### config.mk
export PLATFORM = sky130hd
export DESIGN_NAME = peripheral_interrupt_gateway
export DESIGN_NICKNAME = d
export VERILOG_FILES = /design/src/rtl/peripheral_interrupt_gateway.sv
export SDC_FILE = /design/constraint.sdc
export NUM_CORES = 1
export LEC_CHECK = 0
export CAP_MARGIN = 5
export CORE_UTILIZATION = 35
export CTS_BUF_LIST = sky130_fd_sc_hd__clkbuf_16
export DETAILED_ROUTE_END_ITERATION = 10
export HOLD_SLACK_MARGIN = 0.02
export PLACE_DENSITY_LB_ADDON = 0.05
export SETUP_SLACK_MARGIN = 0.4
export SLEW_MARGIN = 20
export SYNTH_ARGS = -nofsm -noshare
export SYNTH_HDL_FRONTEND = slang
export SYNTH_SLANG_ARGS = --single-unit
### constraint.sdc
create_clock -name clk -period 1.3 [get_ports clk]
set_input_delay 0.39 -clock clk [delete_from_list [all_inputs] [get_ports clk]]
set_output_delay 0.39 -clock clk [all_outputs]
set_load 0.02 [all_outputs]
### src/rtl/peripheral_interrupt_gateway.sv
// Peripheral interrupt gateway: per-line edge/level capture, pending latch,
// overrun flagging and backpressured delivery. Define PIRQ_SYNC_EN for 2-flop input sync.
module peripheral_interrupt_gateway #(
    parameter int NUM_INTER = 54
) (
    input  logic                 clk,
    input  logic                 reset_n,
    input  logic [NUM_INTER-1:0] irq_in,
    input  logic [NUM_INTER-1:0] edge_mode,
    input  logic [NUM_INTER-1:0] i_enable,
    input  logic [NUM_INTER-1:0] rearm,
    input  logic                 q_ready,
    input  logic [NUM_INTER-1:0] overrun_clr,
    output logic [NUM_INTER-1:0] interrupts,
    output logic [NUM_INTER-1:0] pending,
    output logic [NUM_INTER-1:0] overrun
);

    logic [NUM_INTER-1:0] s;
    logic [NUM_INTER-1:0] prev;
    logic [NUM_INTER-1:0] armed;
    logic [NUM_INTER-1:0] evt;
    logic [NUM_INTER-1:0] evt_en;
    logic [NUM_INTER-1:0] deliver;
    logic [NUM_INTER-1:0] arm_clr;
    logic [1:0]           warm;
    logic                 hist_ok;

`ifdef PIRQ_SYNC_EN
    localparam logic [1:0] WARM_DONE = 2'd3;
    logic [NUM_INTER-1:0] sync1;
    logic [NUM_INTER-1:0] sync2;

    always_ff @(posedge clk or negedge reset_n) begin
        if (!reset_n) begin
            sync1 <= '0;
            sync2 <= '0;
        end else begin
            sync1 <= irq_in;
            sync2 <= sync1;
        end
    end

    assign s = sync2;
`else
    localparam logic [1:0] WARM_DONE = 2'd1;
    assign s = irq_in;
`endif

    // Edge detection stays off until prev holds a real post-reset sample, so a
    // line held high across reset release is not mistaken for a rising edge.
    assign hist_ok = (warm == WARM_DONE);

    always_comb begin
        evt     = (edge_mode & s & ~prev & {NUM_INTER{hist_ok}})
                | (~edge_mode & s & armed);
        evt_en  = evt & i_enable;
        deliver = q_ready ? (pending & i_enable) : '0;
        // Edge-mode lines disarm while high so a switch to level mode cannot fire spuriously.
        arm_clr = (edge_mode & s) | (~edge_mode & evt_en);
    end

    always_ff @(posedge clk or negedge reset_n) begin
        if (!reset_n) begin
            warm       <= '0;
            prev       <= '0;
            armed      <= '1;
            pending    <= '0;
            overrun    <= '0;
            interrupts <= '0;
        end else begin
            if (!hist_ok) warm <= warm + 2'd1;
            prev       <= s;
            armed      <= (armed & ~arm_clr) | ~s | rearm;
            pending    <= ((pending & ~deliver) | evt_en) & i_enable;
            overrun    <= (evt_en & pending & ~deliver) | (overrun & ~overrun_clr);
            interrupts <= deliver;
        end
    end

endmodule

==> results of run 1 <==
repair_timing:
action,CTS,global route
endpoints found under the setup margin,303,337
hold buffers,1,0
setup buffers,23,18
cloned,2,2
pin swaps,16,28
endpoints found under the hold margin,219,0
gates resized for setup,947,151
state kept, by name (all words and copies together), names as in the netlist:
signal and cells:
armed 54, interrupts 54, overrun 54, pending 54, prev 54, warm 2
worst max-delay path by stage:
stage	from	end	slack [ns]	depth (start not counted)
2_1_floorplan	warm[0]	overrun[16]	-0.03	6
3_3_place_gp	edge_mode[16]	overrun[16]	-0.19	4
3_5_place_dp	warm[1]	overrun[5]	-0.25	6
4_1_cts	overrun[49]	overrun[49]	-0.27	1
5_1_grt	warm[1]	overrun[12]	-0.29	7
6_report	pending[48]	pending[48]	-0.23	1
layout make-up:
| type | instances | area, um2 | share of cell area |
|---|---|---|---|
| diodes | 5 | 12.51 | 0.0006599 |
| multi-input cells | 490 | 4207 | 0.2219 |
| flip-flops and latches | 272 | 6878 | 0.3628 |
| well taps | 396 | 495.5 | 0.02613 |
| inverters | 163 | 611.8 | 0.03227 |
| clock inverters | 27 | 226.5 | 0.01194 |
| clock buffers | 31 | 775.7 | 0.04092 |
| repair buffers | 557 | 5753 | 0.3034 |
report_power, final:
group | switching [mW] | total [mW] | internal, mW
combinational | 1.43 | 3.28 | 1.85
clock | 3.52 | 8.62 | 5.10
sequential | 0.182 | 9.08 | 8.90
total | 5.14 | 21.0 | 15.8
routing by layer:
layer  part of all wire  track usage
met1               0.38       0.2480
met2               0.50       0.3645
met3              0.086      0.06949
met4              0.033      0.07793
met5                  0     0.001481
cells by family after synthesis:
group	count (synthesis)	share of synthesized area
AND/OR/NAND/NOR	271	0.1531
adder cells (fa/ha/maj)	1	0.001132
AO/OA/AOI/OAI	217	0.1553
XOR/XNOR	1	0.0007924
buffers and inverters	187	0.06780
flip-flops	272	0.6218
cells in the final DEF, fill, tap and decap left out, types with 11 or more instances in the layout:
| master | netlist | layout |
|---|---|---|
| sky130_fd_sc_hd__inv_1 | 163 | 169 |
| sky130_fd_sc_hd__nor2b_2 | 0 | 19 |
| sky130_fd_sc_hd__dfstp_2 | 54 | 54 |
| sky130_fd_sc_hd__and3b_1 | 54 | 54 |
| sky130_fd_sc_hd__a21oi_1 | 54 | 32 |
| sky130_fd_sc_hd__and3_1 | 54 | 52 |
| sky130_fd_sc_hd__clkdlybuf4s50_1 | 0 | 270 |
| sky130_fd_sc_hd__clkbuf_16 | 0 | 33 |
| sky130_fd_sc_hd__buf_6 | 5 | 174 |
| sky130_fd_sc_hd__nand2b_1 | 54 | 54 |
| sky130_fd_sc_hd__buf_4 | 1 | 95 |
| sky130_fd_sc_hd__nand2_1 | 55 | 55 |
| sky130_fd_sc_hd__a211o_1 | 54 | 54 |
| sky130_fd_sc_hd__o21ai_2 | 0 | 54 |
| sky130_fd_sc_hd__nor2b_4 | 0 | 34 |
| sky130_fd_sc_hd__o32ai_2 | 30 | 52 |
| sky130_fd_sc_hd__dfrtp_1 | 218 | 215 |
| sky130_fd_sc_hd__a21oi_2 | 0 | 22 |
| sky130_fd_sc_hd__buf_12 | 0 | 11 |
==> reports/qor.yml, run 1 <==
vdd.ir_drop.worst_uv: 1077
placed_area_um2: 16560
wl_mm: 35.14
crit_path_top_delay_cell: "sky130_fd_sc_hd__dfrtp_2"
grt.overflow.total: 0
finalClockSkew_ns: 0.01819
finalCoreUtilization: 0.6150
core_area_um2: 30830
place.detailed.hpwl_mm: 24.90
clk_transition_reported_paths_ns: 0.06
r2r_slack_ns: -0.20
tritoncts_num_sinks: 272
design.die.area_um2: 32300
grt_setup_unrepaired: "true"
critical-path-max-stage-delay_ns: 0.44
drc: 27
yosysWarningCount: 0
async_set_or_reset_flop_fraction_in_the_synthesized_netlist: 1.000
grt_start_max_net_pins: 79
rr_worst_depth: 7
worst-path-max-fanout: 4
numPlacedInstances: 1832
reg2reg_to: "overrun[12]"
fillCellCount: 2531
die-width_um: 179.7
synth_edf_count: 0
report.final.slew_viol_count: 0
path_class: "register to output pin"
ys_types: 21
violations: "DRC, setup timing"
gp_congestion: 0.8144
number_of_drc_markers_in_iteration_0: 354
boundaryPins: 435
synth_sequential_area_ratio: 0.6218
synthDominantAreaCellType: "sky130_fd_sc_hd__dfrtp_1"
dr_total_vias: 9107
dpl_worst_slack_ns: -0.2472
ys_flop_type: "sky130_fd_sc_hd__dfrtp_1"
clock_insertion_delay_worst_skew_ns: 0.56
power_density_nw_per_um2: 1106
synthesis.nets: 1223
synth_most_common_cell: "sky130_fd_sc_hd__dfrtp_1"
tritoncts: "done"
hold_ws_ns: 0.2804
proportion_of_layout_cells_with_a_drive_suffix_above_1: 0.3708
setup_tns_ns: -38.99
worstHoldPathType: "primary input to async pin"
die-height_um: 179.7
postLayoutSetupSlackWorst_ns: -0.2261
power.static_leakage_nw: 9.034
synth_commonest_cells: "218 x sky130_fd_sc_hd__dfrtp_1, 163 x sky130_fd_sc_hd__inv_1, 55 x sky130_fd_sc_hd__nand2_1"
cp_num_buf_inv: 1
timing.final.crit_period_ns: 1.526
finish.cell_count_without_fillers: 1941
detail_route.wl_per_cell_um: 18.10
ant_nets: 0
cp.required_ns: 0.91
ys_seq_elements: 272
vias_per_cell: 4.692
max_slew.worst_pin.slew_ns: 0.3740
post-synth-top-area-fraction: 0.4935
cts_made_buffers: 31
crit-reg2reg-launch: "warm[1]"
fin_crit_sh: 1.174
finish.instance_area_um2: 18960
setup_viol: 270
critical_path_arrival_ns: 1.14
fin_nets: 1789
max_cap_viol_count: 0
area_delta_synth_final_pct: 71.51
syn-instance-count: 949
drt_pass1_iterations: 8
critPathCaptureType: "output pin"
report.final.hold_viol_count: 0
crit_chain: "buf_6"
mappedNetlistArea_um2: 11050
cts_htree_levels: 1
maxClockFrequency_mhz: 655.3
first_global_vias: 9707
synthesis.area_per_instance_um2: 11.65
max-slew-margin-rel: 0.7507
worstSetupStartpointType: "register"
grt_use_total: 0.2128
grt_pass1_wl_mm: 53.72
ctsLongestPathBuffers: 3
clock_root_cell: "sky130_fd_sc_hd__clkbuf_16"
total_power_mw: 20.98
placement_rows: 64
portBuffers: 434
outcome: "finished with violations"
yosys-top-cells-area: "sky130_fd_sc_hd__dfrtp_1 49%, sky130_fd_sc_hd__dfstp_2 13%, sky130_fd_sc_hd__inv_1 5.5%"
antenna_found_initial: 7
initial_utilization: 0.3586
timing.critical_path.max_delay_family: "flip-flops"
No activity file was read; power rests on OpenSTA's default activity.
==> run 2: changes to the inputs <==
Settings changed: CORE_UTILIZATION 35 to 40.
==> reports/qor.yml, run 2 (same netlist as run 1, synthesis figures left out) <==
gp_congestion: 0.8302  # +1.9%
first_global_vias: 9700  # -0.072%
clock_insertion_delay_worst_skew_ns: 0.49  # -0.07 ns
tritoncts_num_sinks: 272  # unchanged
tritoncts: "done"
max-slew-margin-rel: 0.7126  # -0.03806
cts_htree_levels: 2  # +1
setup_tns_ns: -32.13  # +6.854 ns
clock_root_cell: "sky130_fd_sc_hd__clkbuf_16"
vdd.ir_drop.worst_uv: 823.6  # -24%
ant_nets: 0  # unchanged
portBuffers: 434  # unchanged
die-height_um: 168.2  # -6.4%
clk_transition_reported_paths_ns: 0.06  # about the same
wl_mm: 36.06  # +2.6%
power.static_leakage_nw: 9.147  # +1.2%
vias_per_cell: 4.893  # +4.3%
max_slew.worst_pin.slew_ns: 0.4311  # +0.05709 ns
setup_viol: 270  # unchanged
placed_area_um2: 16630  # +0.45%
power_density_nw_per_um2: 1124  # +1.6%
number_of_drc_markers_in_iteration_0: 455  # +29%
layout.cells.most_common: "sky130_fd_sc_hd__clkdlybuf4s50_1"
maxClockFrequency_mhz: 668.3  # +2.0%
detail_route.wl_per_cell_um: 19.00  # +5.0%
area_delta_synth_final_pct: 72.71
violations: "hold timing, setup timing"
cp.required_ns: 1.67  # +0.76 ns
worstHoldPathType: "primary input to async pin"
postLayoutSetupSlackWorst_ns: -0.1964  # +0.02968 ns
grt_setup_unrepaired: "true"
dpl_worst_slack_ns: -0.2220  # +0.02525 ns
report.final.slew_viol_count: 0  # unchanged
mostFrequentLayoutCells: "269 x sky130_fd_sc_hd__clkdlybuf4s50_1, 218 x sky130_fd_sc_hd__dfrtp_1, 171 x sky130_fd_sc_hd__inv_1"
ctsHoldBuffers: 4  # +3
fin_nets: 1799  # +0.56%
hold_ws_ns: -0.06617  # -0.3466 ns
dr_total_vias: 9287  # +2.0%
die-width_um: 168.2  # -6.4%
design.die.area_um2: 28300  # -12%
placement_rows: 60  # -6.3%
worst-path-max-fanout: 14  # +10
fin_crit_sh: 1.151  # -0.02283
initial_utilization: 0.4090  # +0.05046
grt_pass1_wl_mm: 54.29  # +1.1%
drt_pass1_iterations: 4  # -4
timing.final.crit_period_ns: 1.496  # -0.02968 ns
place.detailed.hpwl_mm: 25.46  # +2.2%
cts_made_buffers: 34  # +9.7%
antenna_found_initial: 8  # +1
fillCellCount: 1974  # -22%
proportion_of_layout_cells_with_a_drive_suffix_above_1: 0.3720  # +0.001239
worstSetupStartpointType: "register"
critical_path_arrival_ns: 1.87  # +0.73 ns
grt_start_max_net_pins: 53  # -33%
drc: 0  # -100%
ctsLongestPathBuffers: 3  # unchanged
outcome: "finished with violations"
total_power_mw: 21.46  # +2.3%
max_cap_viol_count: 0  # unchanged
boundaryPins: 435  # unchanged
grt_use_total: 0.2497  # +0.03694
path_class: "register to register"
report.final.hold_viol_count: 122  # +122
grt.overflow.total: 0  # unchanged
critPathCaptureType: "register"
core_area_um2: 27030  # -12%
finish.instance_area_um2: 19090  # +0.70%
finalClockSkew_ns: 0.005489  # -0.01270 ns
[run 2: cell count changes in the layout (fill, tap and decap cells not counted), moves of 3 or more]
cell / change
sky130_fd_sc_hd__dfrtp_2: -3
sky130_fd_sc_hd__buf_12: +8
sky130_fd_sc_hd__buf_6: -4
sky130_fd_sc_hd__clkbuf_16: +5
sky130_fd_sc_hd__dfrtp_1: +3
[run 2: final timing paths]
| check | endpoint | slack [ns] | cells past startpoint | from |
|---|---|---|---|---|
| max | overrun[4] | -0.20 | 6 | warm[0] |
| max reg2reg | overrun[4] | -0.20 | 6 | warm[0] |
| max in group asynchronous | interrupts[10] | 0.55 | 3 | reset_n |
| min reg2reg | warm[1] | 0.51 | 2 | warm[1] |
| min in group clk | pending[23] | 0.39 | 3 | i_enable[23] |
| min | overrun[19] | -0.07 | 2 | reset_n |
[run 2: per-stage QoR]
stage	util	cells
after floorplan	-	949
after global placement	0.6155	1785
after detailed placement	0.6155	1785
after CTS	0.6861	1877
after global routing	0.7063	1896
final	0.7064	1898
[run 2: critical path, cell delays in order (launching register included)]
cell and delay [ns]:
sky130_fd_sc_hd__dfrtp_1 0.41, sky130_fd_sc_hd__ha_4 0.19, sky130_fd_sc_hd__buf_12 0.14, sky130_fd_sc_hd__buf_12 0.15
sky130_fd_sc_hd__and3b_1 0.19, sky130_fd_sc_hd__o21ai_2 0.18, sky130_fd_sc_hd__o32ai_2 0.10
[run 2: layout make-up]
type,instances,area [um2],share of cell area
Sequential cell,272,6874,0.3600
Timing Repair Buffer,564,5874,0.3077
Multi-Input combinational cell,490,4207,0.2203
Clock buffer,37,925.9,0.04850
Inverter,163,611.8,0.03205
Tap cell,341,426.7,0.02235
Clock inverter,25,157.7,0.008257
Antenna cell,6,15.01,0.0007864
[run 2: what timing repair did]
item	in CTS	in global routing
pin swaps	25	18
endpoints found under the setup margin	308	339
cloned	3	1
gates resized for setup	1018	94
endpoints found under the hold margin	29	122
setup buffers	23	14
[run 2: report_power, final]
group | switching [mW] | internal [mW]
clock network | 3.55 | 5.50
registers | 0.180 | 8.90
logic | 1.46 | 1.88
[run 2: per-layer routing]
layer,track usage,vias to the layer above,part of all wire
met2,0.4333,333,0.50
li1,-,4364,-
met1,0.2900,4513,0.38
met5,0,-,0.00028
met4,0.09407,2,0.036
met3,0.07546,75,0.083
==> run 3: changes to the inputs <==
Settings changed: PLACE_DENSITY from default to 0.73, PLACE_DENSITY_LB_ADDON 0.05 to default.
==> reports/qor.yml, run 3 (same netlist as run 1, synthesis figures left out) <==
max-slew-margin-rel: 0.7864  # +0.07380
fillCellCount: 1871  # -5.2%
vias_per_cell: 4.998  # +2.1%
timing.final.crit_period_ns: 1.537  # +0.04046 ns
grt_use_total: 0.2395  # -0.01022
fin_nets: 1810  # +0.61%
report.final.slew_viol_count: 0  # unchanged
tritoncts: "done"
maxClockFrequency_mhz: 650.7  # -2.6%
critPathCaptureType: "register"
fin_crit_sh: 1.182  # +0.03112
clk_transition_reported_paths_ns: 0.07  # about the same
worst-path-max-fanout: 5  # -9
grt_setup_unrepaired: "true"
gp_congestion: 0.8541  # +2.9%
boundaryPins: 435  # unchanged
max_cap_viol_count: 0  # unchanged
tritoncts_num_sinks: 272  # unchanged
worstSetupStartpointType: "register"
cp.required_ns: 1.75  # +0.08 ns
initial_utilization: 0.4090  # unchanged
vdd.ir_drop.worst_uv: 911.6  # +11%
placement_rows: 60  # unchanged
grt_pass1_wl_mm: 52.53  # -3.2%
crit_path_top_delay_cell: "sky130_fd_sc_hd__dfrtp_1"
area_taken_by_multi_input_logic_gates_um2: 4238  # +0.74%
crit_chain: "inv_2, ha_4, bufbuf_16, and3b_1, o21ai_2, o32ai_2"
clock_insertion_delay_worst_skew_ns: 0.55  # +0.06 ns
place.detailed.hpwl_mm: 25.05  # -1.6%
hold_ws_ns: -0.2784  # -0.2123 ns
power.static_leakage_nw: 9.198  # +0.56%
mostFrequentLayoutCells: "270 x sky130_fd_sc_hd__clkdlybuf4s50_1, 218 x sky130_fd_sc_hd__dfrtp_1, 186 x sky130_fd_sc_hd__buf_6"
register_area_um2: 6874  # unchanged
worstHoldPathType: "primary input to async pin"
die-height_um: 168.2  # unchanged
detail_route.wl_per_cell_um: 19.27  # +1.4%
power_density_nw_per_um2: 1103  # -1.8%
max_slew.worst_pin.slew_ns: 0.3204  # -0.1107 ns
finalClockSkew_ns: 0.01106  # +0.005574 ns
number_of_drc_markers_in_iteration_0: 446  # -2.0%
area_delta_synth_final_pct: 73.87
ctsHoldBuffers: 7  # +3
drt_pass1_iterations: 4  # unchanged
outcome: "finished with violations"
ctsLongestPathBuffers: 3  # unchanged
drc: 0  # unchanged
critical_path_arrival_ns: 1.99  # +0.12 ns
layout.cells.most_common: "sky130_fd_sc_hd__clkdlybuf4s50_1"
grt.overflow.total: 0  # unchanged
setup_viol: 270  # unchanged
ant_nets: 0  # unchanged
portBuffers: 434  # unchanged
postLayoutSetupSlackWorst_ns: -0.2369  # -0.04046 ns
wl_mm: 36.75  # +1.9%
finish.cell_count_without_fillers: 1907  # +0.47%
cts_htree_levels: 1  # -1
dpl_worst_slack_ns: -0.2499  # -0.02791 ns
numPlacedInstances: 1778  # -0.39%
antenna_found_initial: 9  # +1
report.final.hold_viol_count: 20  # -84%
path_class: "register to register"
grt_start_max_net_pins: 48  # -9.4%
die-width_um: 168.2  # unchanged
dr_total_vias: 9531  # +2.6%
proportion_of_layout_cells_with_a_drive_suffix_above_1: 0.3801  # +0.008110
violations: "hold timing, setup timing"
clock_root_cell: "sky130_fd_sc_hd__clkbuf_16"
core_area_um2: 27030  # unchanged
first_global_vias: 9881  # +1.9%
cts_made_buffers: 31  # -8.8%
critical-path-max-stage-delay_ns: 0.39  # -0.02 ns
design.die.area_um2: 28300  # unchanged
==> run 3: changes by cell type in the layout (fill, tap and decap cells not counted), moves of 4 or more <==
cell | previous run | this run
sky130_fd_sc_hd__and3_4 | 3 | 12
sky130_fd_sc_hd__buf_6 | 170 | 186
sky130_fd_sc_hd__and3_1 | 51 | 42
sky130_fd_sc_hd__clkbuf_16 | 38 | 34
sky130_fd_sc_hd__clkinvlp_4 | 1 | 7
sky130_fd_sc_hd__clkinv_1 | 7 | 3
sky130_fd_sc_hd__buf_12 | 19 | 15
==> run 3: per-stage QoR <==
step                      utilization   TNS, ns  instance area [um2]  power, mW
after floorplan                     -  -0.07551                11230      10.19
after global placement         0.6114    -16.37                16520      12.06
after detailed placement       0.6114    -19.11                16520      12.12
after CTS                      0.6730    -42.95                18190      21.07
after global routing           0.7112    -55.31                19220      22.02
final                          0.7112    -42.59                19220      21.21
==> run 3: cell type report <==
class | count | share of cell area
Inverter | 163 | 0.03183
Timing Repair Buffer | 578 | 0.3138
Clock inverter | 26 | 0.01289
Tap cell | 341 | 0.02220
Multi-Input combinational cell | 490 | 0.2205
Clock buffer | 31 | 0.04036
Antenna cell | 6 | 0.0007812
Sequential cell | 272 | 0.3577
==> run 3: metal layers <==
layer,vias up,wire [um],GRT usage
met1,4681,13590,0.2650
met3,89,2781,0.06747
met5,-,12,0
met4,2,1323,0.1059
met2,364,19040,0.4276
li1,4395,-,-
==> run 3: timing repair <==
action,CTS,global route
hold endpoints to repair,36,20
gates resized for setup,955,186
setup endpoints to repair,307,345
setup buffers,28,26
gates cloned,2,3
pin swaps,5,12
==> run 3: critical path, delay by kind of cell, from the launching register on <==
kind            cells  cell delay, ns
simple gates        1            0.17
fa+ha+maj           1            0.23
flops               1            0.39
compound gates      2            0.29
buf+inv             2            0.37
==> run 3: where the power goes <==
group          total (mW)  internal, mW  switching [mW]
registers            9.08          8.89           0.188
clock network        8.72          5.14            3.58
logic                3.40          1.91            1.49
total                21.2          15.9            5.26
==> run 3: final timing paths <==
kind	slack, ns	endpoint	cells after the start	startpoint
min reg2reg	0.55	overrun[53]	2	overrun[53]
max in group asynchronous	0.51	pending[50]	3	reset_n
min	-0.28	prev[3]	1	reset_n
max reg2reg	-0.24	overrun[42]	6	warm[1]
min in group clk	0.21	overrun[36]	2	q_ready
max	-0.24	overrun[42]	6	warm[1]
